[src/rtl/viterbi_pkg.sv]
// viterbi_pkg: shared sizes and FSM state encoding for the Viterbi traceback datapath
package viterbi_pkg;
   localparam int WORD_NUM     = 16;
   localparam int WORD_NUM_BIT = 4;
   localparam int POS_NUM      = 11;
   localparam int POS_NUM_BIT  = 4;
   typedef enum logic [2:0] {ST_IDLE, ST_RD, ST_CAP, ST_EMIT, ST_DONE} state_t;
endpackage

[src/rtl/viterbi_traceback_lifo.sv]
// pos_lifo: POS stack reversing the backward trace into forward tag order; ports clk/reset, i_flush/i_push/i_pop, i_din, o_top/o_count/o_empty
module pos_lifo
   import viterbi_pkg::*;
#(
   parameter int depth   = WORD_NUM,
   parameter int ptr_bit = WORD_NUM_BIT,
   parameter int width   = POS_NUM_BIT
) (
   input  logic               clk,
   input  logic               reset,
   input  logic               i_flush,
   input  logic               i_push,
   input  logic               i_pop,
   input  logic [width-1:0]   i_din,
   output logic [width-1:0]   o_top,
   output logic [ptr_bit:0]   o_count,
   output logic               o_empty
);
   logic [width-1:0] r_mem [depth];
   logic [ptr_bit:0] r_ptr;
   logic             w_full;
   logic [ptr_bit-1:0] w_top_addr;
   assign w_full     = r_ptr == (ptr_bit+1)'(depth);
   assign o_empty    = r_ptr == '0;
   assign o_count    = r_ptr;
   assign w_top_addr = r_ptr[ptr_bit-1:0] - 1'b1;
   assign o_top      = o_empty ? '0 : r_mem[w_top_addr];
   // Pointer saturates at both ends instead of wrapping.
   always_ff @(posedge clk or negedge reset) begin
      if (!reset) r_ptr <= '0;
      else if (i_flush) r_ptr <= '0;
      else if (i_push && !w_full) r_ptr <= r_ptr + 1'b1;
      else if (i_pop && !o_empty) r_ptr <= r_ptr - 1'b1;
   end
   always_ff @(posedge clk) begin
      if (i_push && !w_full && !i_flush) r_mem[r_ptr[ptr_bit-1:0]] <= i_din;
   end
endmodule

[src/rtl/viterbi_traceback.sv]
// viterbi_traceback: walks backpointers from the final word, then emits POS tags in forward order; ports start/last_idx/last_pos in, bp_rd/bp_addr/bp_pos/bp_data memory, tag_* stream out, busy/done/error status
module viterbi_traceback
   import viterbi_pkg::*;
#(
   parameter int word_num     = WORD_NUM,
   parameter int word_num_bit = WORD_NUM_BIT,
   parameter int POS_num      = POS_NUM,
   parameter int POS_num_bit  = POS_NUM_BIT
) (
   input  logic                    clk,
   input  logic                    reset,
   input  logic                    start,
   input  logic [word_num_bit-1:0] last_idx,
   input  logic [POS_num_bit-1:0]  last_pos,
   output logic                    bp_rd,
   output logic [word_num_bit-1:0] bp_addr,
   output logic [POS_num_bit-1:0]  bp_pos,
   input  logic [POS_num_bit-1:0]  bp_data,
   output logic                    tag_valid,
   input  logic                    tag_ready,
   output logic [POS_num_bit-1:0]  tag_data,
   output logic [word_num_bit-1:0] tag_idx,
   output logic                    tag_last,
   output logic                    busy,
   output logic                    done,
   output logic                    error
);
   state_t                  r_state, w_next;
   logic [word_num_bit-1:0] r_idx, w_idx_dec;
   logic [POS_num_bit-1:0]  r_cur, w_din, w_top;
   logic                    r_error;
   logic                    w_push, w_pop, w_flush, w_bad, w_empty, w_last;
   logic [word_num_bit:0]   w_count;
   pos_lifo #(.depth(word_num), .ptr_bit(word_num_bit), .width(POS_num_bit)) u_lifo (
      .clk     (clk),
      .reset   (reset),
      .i_flush (w_flush),
      .i_push  (w_push),
      .i_pop   (w_pop),
      .i_din   (w_din),
      .o_top   (w_top),
      .o_count (w_count),
      .o_empty (w_empty)
   );
   assign w_idx_dec = r_idx - 1'b1;
   assign w_bad     = {1'b0, bp_data} >= (POS_num_bit+1)'(POS_num);
   assign w_last    = w_count == (word_num_bit+1)'(1);
   always_comb begin
      w_next  = r_state;
      w_push  = 1'b0;
      w_pop   = 1'b0;
      w_flush = 1'b0;
      w_din   = last_pos;
      case (r_state)
         ST_IDLE: if (start) begin
            w_push = 1'b1;
            w_next = (last_idx == '0) ? ST_EMIT : ST_RD;
         end
         ST_RD:   w_next = ST_CAP;
         ST_CAP: if (w_bad) begin
            w_flush = 1'b1;
            w_next  = ST_IDLE;
         end else begin
            w_push = 1'b1;
            w_din  = bp_data;
            w_next = (w_idx_dec == '0) ? ST_EMIT : ST_RD;
         end
         ST_EMIT: if (tag_ready && !w_empty) begin
            w_pop  = 1'b1;
            w_next = w_last ? ST_DONE : ST_EMIT;
         end
         default: w_next = ST_IDLE;
      endcase
   end
   // r_idx counts down while tracing and reaches 0 on entry to EMIT, so it is reused as the forward tag index.
   always_ff @(posedge clk or negedge reset) begin
      if (!reset) begin
         r_state <= ST_IDLE;
         r_idx   <= '0;
         r_cur   <= '0;
         r_error <= 1'b0;
      end else begin
         r_state <= w_next;
         if (r_state == ST_IDLE && start) begin
            r_idx   <= last_idx;
            r_cur   <= last_pos;
            r_error <= 1'b0;
         end else if (r_state == ST_CAP) begin
            if (w_bad) r_error <= 1'b1;
            else begin
               r_idx <= w_idx_dec;
               r_cur <= bp_data;
            end
         end else if (w_pop && !w_last) r_idx <= r_idx + 1'b1;
      end
   end
   assign bp_rd     = r_state == ST_RD;
   assign bp_addr   = bp_rd ? r_idx : '0;
   assign bp_pos    = bp_rd ? r_cur : '0;
   assign tag_valid = r_state == ST_EMIT && !w_empty;
   assign tag_data  = tag_valid ? w_top : '0;
   assign tag_idx   = tag_valid ? r_idx : '0;
   assign tag_last  = tag_valid && w_last;
   assign busy      = r_state != ST_IDLE;
   assign done      = r_state == ST_DONE;
   assign error     = r_error;
endmodule
[config.mk]
export PLATFORM = sky130hd
export DESIGN_NAME = viterbi_traceback
export DESIGN_NICKNAME = d
export VERILOG_FILES = /design/src/rtl/viterbi_pkg.sv /design/src/rtl/viterbi_traceback_lifo.sv /design/src/rtl/viterbi_traceback.sv
export SDC_FILE = /design/constraint.sdc
export NUM_CORES = 1
export LEC_CHECK = 0
export ABC_AREA = 1
export CORE_ASPECT_RATIO = 0.5
export CORE_MARGIN = 10
export CORE_UTILIZATION = 55
export CTS_CLUSTER_DIAMETER = 120
export DETAILED_ROUTE_END_ITERATION = 10
export GPL_TIMING_DRIVEN = 1
export MAX_ROUTING_LAYER = met4
export PLACE_DENSITY = 0.87
export SLEW_MARGIN = 20
export SYNTH_ARGS = -nofsm -noshare
export SYNTH_HDL_FRONTEND = slang
export SYNTH_SLANG_ARGS = --single-unit
[constraint.sdc]
create_clock -name clk -period 5.07 [get_ports clk]
set_clock_uncertainty 0.2 [all_clocks]
set_input_delay 1.521 -clock clk [delete_from_list [all_inputs] [get_ports clk]]
set_output_delay 1.521 -clock clk [all_outputs]
set_load 0.02 [all_outputs]
==> results.md, run 1 <==
- Status: finished, final reports clean
- N_diodes: 0
- CP required: 3.35 ns
- Worst r2r src: r_state[1]
- Die W: 142 um
- Via/cell ratio: 5.80
- Via Count: 3259
- Footprint of the multi-input gates: 1520 um^2
- RSZ-0062 raised after global routing: no
- Vias in the first global route: 3171
- CP Capture Type: output pin
- R2r setup slk: 2.48 ns
- Die Height: 81.0 um
- Crit path kind: reg2out
- Final net count: 486
- Hold Vio Cnt, Final: 0
- Wirelength, routed: 10.2 mm
- DR pass1 iterations: 6
- Clk slew on worst S/H paths: 0.06 ns
- Setup Viol. Count Final: 0
- Placed Area: 4520 um^2
- Cell Chain, Critical Path: inv_1 -> ha_2 -> clkinvlp_4 -> nand3_1 -> nand3_1 -> nand3_1 -> nand2_1 -> nor2_1 -> clkdlybuf4s50_1
- Critical Path Start Type: flop
- Full die area: 11500 um^2
- HP Class: reg2reg
- Slew Limit Fails: 0
- Initial antenna violation count: 0
- Routability Congestion: 0.943
- Core area: 7270 um^2
- Final instance area: 4800 um^2
- CTS Hold Bufs: 0
- H-tree Lvls: 3
- Drt drc: 0
- Final critical-path required period: 4.74 ns
- Cell variety after synth: 35
- Top-Level Pins: 38
- Max VDD drop: 0.000339 V
- Share of cells above drive strength 1: 0.0923
- CTS Buf Count: 9
- Main area contributors after synthesis: edfxtp_1, nand2_1, dfrtp_1, nand3_1, inv_1
- Synthesized area: 4090 um^2
- CP most frequent cell: nand3_1
- Total track usage: 0.185
- Register area: 2350 um^2
- Core Rows: 22
- CTS tree: built
- Register area share after synthesis: 0.574
- Pleak: 1.93 nW
- Relative slew slack: 0.425
- Clock buffer depth: 2
- Layout Cells excl Fill: 562
- Post-route setup TNS: 0 ns
- Hold Path Sink: error
- Root Buffer: clkbuf_16
- Post-synth top area share: 0.470
- Slew @ Worst Pin: 0.856 ns
- Yosys warnings: 0
- Pwr dens: 667 nW/um^2
- Worst min-delay path startpoint: error
- Avg WL per Cell: 18.2 um
- Final ANT Viol Nets: 0
- Slowest-stage cell, CP: clkdlybuf4s50_1
- DP HPWL: 6.69 mm
- Synth Register Bits: 81
- Synthesized Nets: 448
- CP top delay family: buffers and inverters
- Mapped Avg Cell Area: 9.64 um^2
- GR Overflow Total: 0
- Fmax: 211 MHz
- Final Cycle Share: 0.935
- CP Max Fanout: 15
- CTS Sinks: 81
- Hold path cells: 2
- Buffer and inverter count on the worst path: 3
- Synth-to-layout area growth: 17.4%
- CP peak stage delay: 0.64 ns
- Post-Syn Instances: 424
- R2R cell count: 5
- First-pass GRT wire length: 16.3 mm
- Critical R2R Capture: u_lifo.r_mem[4][0]
- Fillcell total: 543
- Largest net degree at the start of global routing: 37
- Cell taking the most area after synthesis: edfxtp_1
- Number of port buffers: 37
- Initial core utilization: 0.562
- Placed instance count: 546
- Insertion delay to the later sink of the worst-skew pair: 0.33 ns
- MaxCap Viol Count: 0
- Initial drt markers: 448
- Critical path arrival: 3.02 ns
power breakdown:
| group | switching (mW) | leakage [nW] | total, mW | internal, mW |
|---|---|---|---|---|
| Combinational | 1.13 | 1.01 | 1.67 | 0.541 |
| Clock | 0.251 | 0.126 | 0.582 | 0.331 |
| Sequential | 0.0892 | 0.786 | 0.947 | 0.858 |
| Total | 1.47 | 1.93 | 3.20 | 1.73 |
stage by stage:
stage	hold slack, ns	util	total power, mW	setup slack (ns)
after detailed placement	0.281	0.622	2.53	0.583
after global routing	0.314	0.660	3.40	0.139
after CTS	0.301	0.658	3.13	0.193
final	0.304	0.660	3.20	0.327
after global placement	0.266	0.622	2.48	0.745
after floorplan	0.249	-	2.10	1.32
sequential cells by signal, indices dropped and copies added, names as in the netlist:
name	cells
u_lifo.r_mem	64
r_state	3
r_idx	4
error	1
r_cur	4
u_lifo.o_count	5
cells by family (layout without fill, tap and decap cells):
family	after synthesis	in the layout	share of synthesized area
AO/OA/AOI/OAI	35	35	0.0484
XOR/XNOR	10	10	0.0251
adder cells (fa/ha/maj)	8	8	0.0245
buffers and inverters	51	93	0.0551
flip-flops	81	81	0.574
multiplexers	3	3	0.00735
AND/OR/NAND/NOR	236	236	0.265
synthesized netlist by cell type, drive strengths merged:
cell,count
dfrtp,17
nand4,3
o21a,1
nor3,17
xor2,6
o21ai,12
o21bai,1
nor2,32
a21oi,16
o211ai,1
buf,10
nand3,59
ha,8
inv,36
and3,1
mux2i,3
a21boi,1
a31oi,1
edfxtp,64
clkbuf,5
o22ai,2
nand2,124
xnor2,4
worst max-delay path by stage:
stage	slack [ns]	to	depth (start not counted)	start
floorplan	1.32	tag_data[0]	10	u_lifo.o_count[0]
global placement	0.74	tag_data[2]	9	u_lifo.o_count[1]
detailed placement	0.58	tag_data[2]	9	u_lifo.o_count[1]
CTS	0.19	tag_data[2]	9	u_lifo.o_count[1]
global route	0.14	tag_data[2]	9	u_lifo.o_count[1]
finish	0.33	tag_data[2]	9	u_lifo.o_count[1]
cells in the final DEF (no fill, tap or decap), types with 4 or more instances in the layout:
cell / instances
a21oi_1: 16
buf_4: 4
clkbuf_16: 9
clkdlybuf4s50_1: 37
dfrtp_1: 17
edfxtp_1: 64
ha_1: 7
inv_1: 32
nand2_1: 116
nand2_4: 5
nand3_1: 57
nor2_1: 27
nor3_1: 16
o21ai_0: 11
xor2_1: 5
routing by layer:
layer  share of wire  vias up  global-route usage  wire length, um
met5               0        -                   -                0
met3           0.074       40              0.0442              757
met4           0.024        0              0.0548              242
li1                -     1500                   -                -
met2            0.48      184               0.317             4910
met1            0.42     1535               0.217             4310
layout make-up:
class	count	share of cell area
inverters	36	0.0295
repair buffers	41	0.0835
multi-input cells	292	0.316
clock inverters	4	0.00626
flip-flops and latches	81	0.489
well taps	96	0.0250
clock buffers	11	0.0485
repair inverters	1	0.00156
timing repair:
| item | CTS | global route |
|---|---|---|
| buffers inserted | 0 | 0 |
| endpoints found under the setup margin | 0 | 4 |
| gates resized for setup | 0 | 3 |
| hold endpoints to repair | 0 | 0 |
worst reg2reg max path, stage by stage (launching register included):
cell	delay [ns]
dfrtp_1	0.43
inv_1	0.20
nand3_2	0.28
nand2_4	0.21
nand2_4	0.18
nor3_1	0.71
(Power assumes the default switching activity.)
==> inputs of run 2 (changes only) <==
--- a/config.mk
+++ b/config.mk
@@ -6,14 +6,16 @@
 export NUM_CORES = 1
 export LEC_CHECK = 0
 export ABC_AREA = 1
-export CORE_ASPECT_RATIO = 0.5
+export CELL_PAD_IN_SITES_DETAIL_PLACEMENT = 1
+export CELL_PAD_IN_SITES_GLOBAL_PLACEMENT = 2
+export CORE_ASPECT_RATIO = 1.2
 export CORE_MARGIN = 10
-export CORE_UTILIZATION = 55
+export CORE_UTILIZATION = 33
 export CTS_CLUSTER_DIAMETER = 120
 export DETAILED_ROUTE_END_ITERATION = 10
 export GPL_TIMING_DRIVEN = 1
 export MAX_ROUTING_LAYER = met4
-export PLACE_DENSITY = 0.87
+export PLACE_DENSITY = 0.86
 export SLEW_MARGIN = 20
 export SYNTH_ARGS = -nofsm -noshare
 export SYNTH_HDL_FRONTEND = slang
==> constraint.sdc (replaced) <==
create_clock -name clk -period 4 [get_ports clk]
set_clock_uncertainty 0.2 [all_clocks]
set_input_delay 1.2 -clock clk [delete_from_list [all_inputs] [get_ports clk]]
set_output_delay 1.2 -clock clk [all_outputs]
set_load 0.02 [all_outputs]
==> results.md, run 2 (synthesis gave the netlist of run 1 again) <==
- Status: finished, final reports clean
- Hold path cells: 2 (unchanged)
- Slew Limit Fails: 0 (unchanged)
- CTS Buf Count: 9 (unchanged)
- CTS Sinks: 81 (unchanged)
- Critical path arrival: 2.31 ns (-0.71 ns)
- Synth-to-layout area growth: 22.9%
- Core area: 12100 um^2 (+67%)
- Clk network pwr share: 0.186 (+0.004)
- Pwr dens: 854 nW/um^2 (+28%)
- Clock buffer depth: 2 (unchanged)
- Worst min-delay path startpoint: r_idx[3]
- Full die area: 17300 um^2 (+50%)
- CTS tree: built
- Total track usage: 0.140 (-0.0454)
- GR Overflow Total: 0 (unchanged)
- Switching share of total power: 0.453 (-0.00693)
- DR pass1 iterations: 4 (-2)
- Number of port buffers: 37 (unchanged)
- Final critical-path required period: 3.71 ns
- Fmax: 269 MHz
- MaxCap Viol Count: 0 (unchanged)
- R2R cell count: 5 (unchanged)
- Critical Path Start Type: flop
- Core Rows: 44 (+100%)
- N_diodes: 0 (unchanged)
- Layout Cells excl Fill: 641 (+14%)
- Max VDD drop: 0.000320 V (-5.8%)
- CP peak stage delay: 0.41 ns (-0.23 ns)
- Largest net degree at the start of global routing: 37 (unchanged)
- Clk slew on worst S/H paths: 0.06 ns (about the same)
- Initial core utilization: 0.337 (-0.225)
- Crit path kind: reg2out
- Most common cell after layout, fill and taps aside: nand2_1
- Via Count: 3040 (-6.7%)
- CTS Hold Bufs: 0 (unchanged)
- Max FFs per register: 64 (unchanged)
- Critical path origin: u_lifo.o_count[1]
- CP Max Fanout: 16 (+1)
- Die W: 122 um (-14%)
- Flop pwr share: 0.278 (-0.018)
- Cell Chain, Critical Path: inv_1 -> ha_1 -> inv_2 -> buf_12 -> a21oi_1 -> a21oi_1 -> a21oi_1 -> nor2_1 -> dlygate4sd2_1
- CP Capture Type: output pin
- DP HPWL: 8.16 mm (+22%)
- CP required: 2.60 ns (-0.75 ns)
- Placed Area: 4670 um^2 (+3.2%)
- Wirelength, routed: 11.3 mm (+11%)
- Worst r2r src: r_state[1]
- Drt drc: 0 (unchanged)
- Util after Layout: 0.415 (-0.245)
- CP most frequent cell: a21oi_1
- Via/cell ratio: 4.74 (-18%)
- Insertion delay to the later sink of the worst-skew pair: 0.34 ns (about the same)
- Pleak: 2.06 nW (+7.0%)
- Final net count: 499 (+2.7%)
- Int Power: 2.35 mW (+36%)
- Top-Level Pins: 38 (unchanged)
- Final Cycle Share: 0.929
- Avg WL per Cell: 17.7 um (-2.9%)
- Final ANT Viol Nets: 0 (unchanged)
- Fillcell total: 1390 (+160%)
- Slowest-stage cell, CP: dfrtp_1
- Setup Viol. Count Final: 0 (unchanged)
- Post-route setup TNS: 0 ns (unchanged)
- Placed instance count: 618 (+13%)
- Pwr Total: 4.29 mW (+34%)
- Vias in the first global route: 3441 (+8.5%)
- Routability Congestion: 0.893 (-5.3%)
- Relative slew slack: 0.411 (-0.0134)
- Slew @ Worst Pin: 0.880 ns (+0.0239 ns)
- Die Height: 142 um (+75%)
- Psw: 1.94 mW (+32%)
- RSZ-0062 raised after global routing: no
- Final instance area: 5020 um^2 (+4.7%)
- Hold Vio Cnt, Final: 0 (unchanged)
- Share of cells above drive strength 1: 0.121 (+0.0286)
- Logic gate share of total power: 0.536 (+0.014)
- First-pass GRT wire length: 18.3 mm (+12%)
- Root Buffer: clkbuf_16
- HP Class: reg2reg
- Initial drt markers: 121 (-73%)
- H-tree Lvls: 3 (unchanged)
- Most frequent cells in the layout: nand2_1, edfxtp_1, nand3_1
- Initial antenna violation count: 0 (unchanged)
==> run 2: changes by cell type in the layout (fill, tap and decap cells not counted), sizes merged <==
cell,delta
buf,+14
clkbuf,-2
inv,+4
clkdlybuf4s50,-4
dlymetal6s2s,+2
clkinvlp,-1
clkinv,-1
dlygate4sd2,+2
==> run 2: power groups by stage <==
stage / logic, mW / clock network, mW / registers (mW)
3_3_place_gp: 2.14 / 0 / 1.20
2_1_floorplan: 1.49 / 0 / 1.17
3_5_place_dp: 2.19 / 0 / 1.20
4_1_cts: 2.26 / 0.811 / 1.19
5_1_grt: 2.56 / 0.850 / 1.21
6_report: 2.30 / 0.797 / 1.19
==> run 2: worst paths after layout <==
path	end	slack, ns
setup / recovery	tag_data[3]	0.29
hold / removal	r_idx[3]	0.30
setup reg to reg	u_lifo.r_mem[13][3]	1.55
hold reg to reg	r_idx[3]	0.30
max in group asynchronous	r_cur[0]	1.89
min in group asynchronous	r_state[1]	1.16
==> run 2: cell type report <==
class / count / area (um^2) / area share
multi-input cells: 292 / 1530 / 0.304
inverters: 36 / 138 / 0.0274
well taps: 161 / 201 / 0.0401
flip-flops and latches: 81 / 2350 / 0.467
clock inverters: 7 / 61.3 / 0.0122
clock buffers: 9 / 225 / 0.0448
repair buffers: 55 / 524 / 0.104
==> run 2: metal layers <==
layer	wire (um)	vias up	GRT usage	part of all wire
li1	-	1525	-	-
met1	5040	1452	0.165	0.45
met2	5810	53	0.237	0.51
met3	284	10	0.0218	0.025
met4	183	0	0.0478	0.016
met5	0	-	-	0
==> run 2: critical path: cells and delay by family (launching register included) <==
family / cells / cell delay, ns
buf+inv: 4 / 0.78
flops: 1 / 0.41
compound gates: 3 / 0.36
fa+ha+maj: 1 / 0.32
simple gates: 1 / 0.11
==> run 2: what timing repair did <==
action / 4_1_cts / 5_1_grt
setup endpoints to repair: 4 / 2
buffers inserted: 2 / 5
gates resized for setup: 5 / 2
pin swaps: 0 / 1
==> run 2: through the flow <==
step,hold slack [ns],setup WS [ns]
after global placement,0.269,0.331
after detailed placement,0.283,0.239
after global routing,0.336,0.125
after floorplan,0.249,0.574
after CTS,0.304,0.0238
final,0.298,0.285
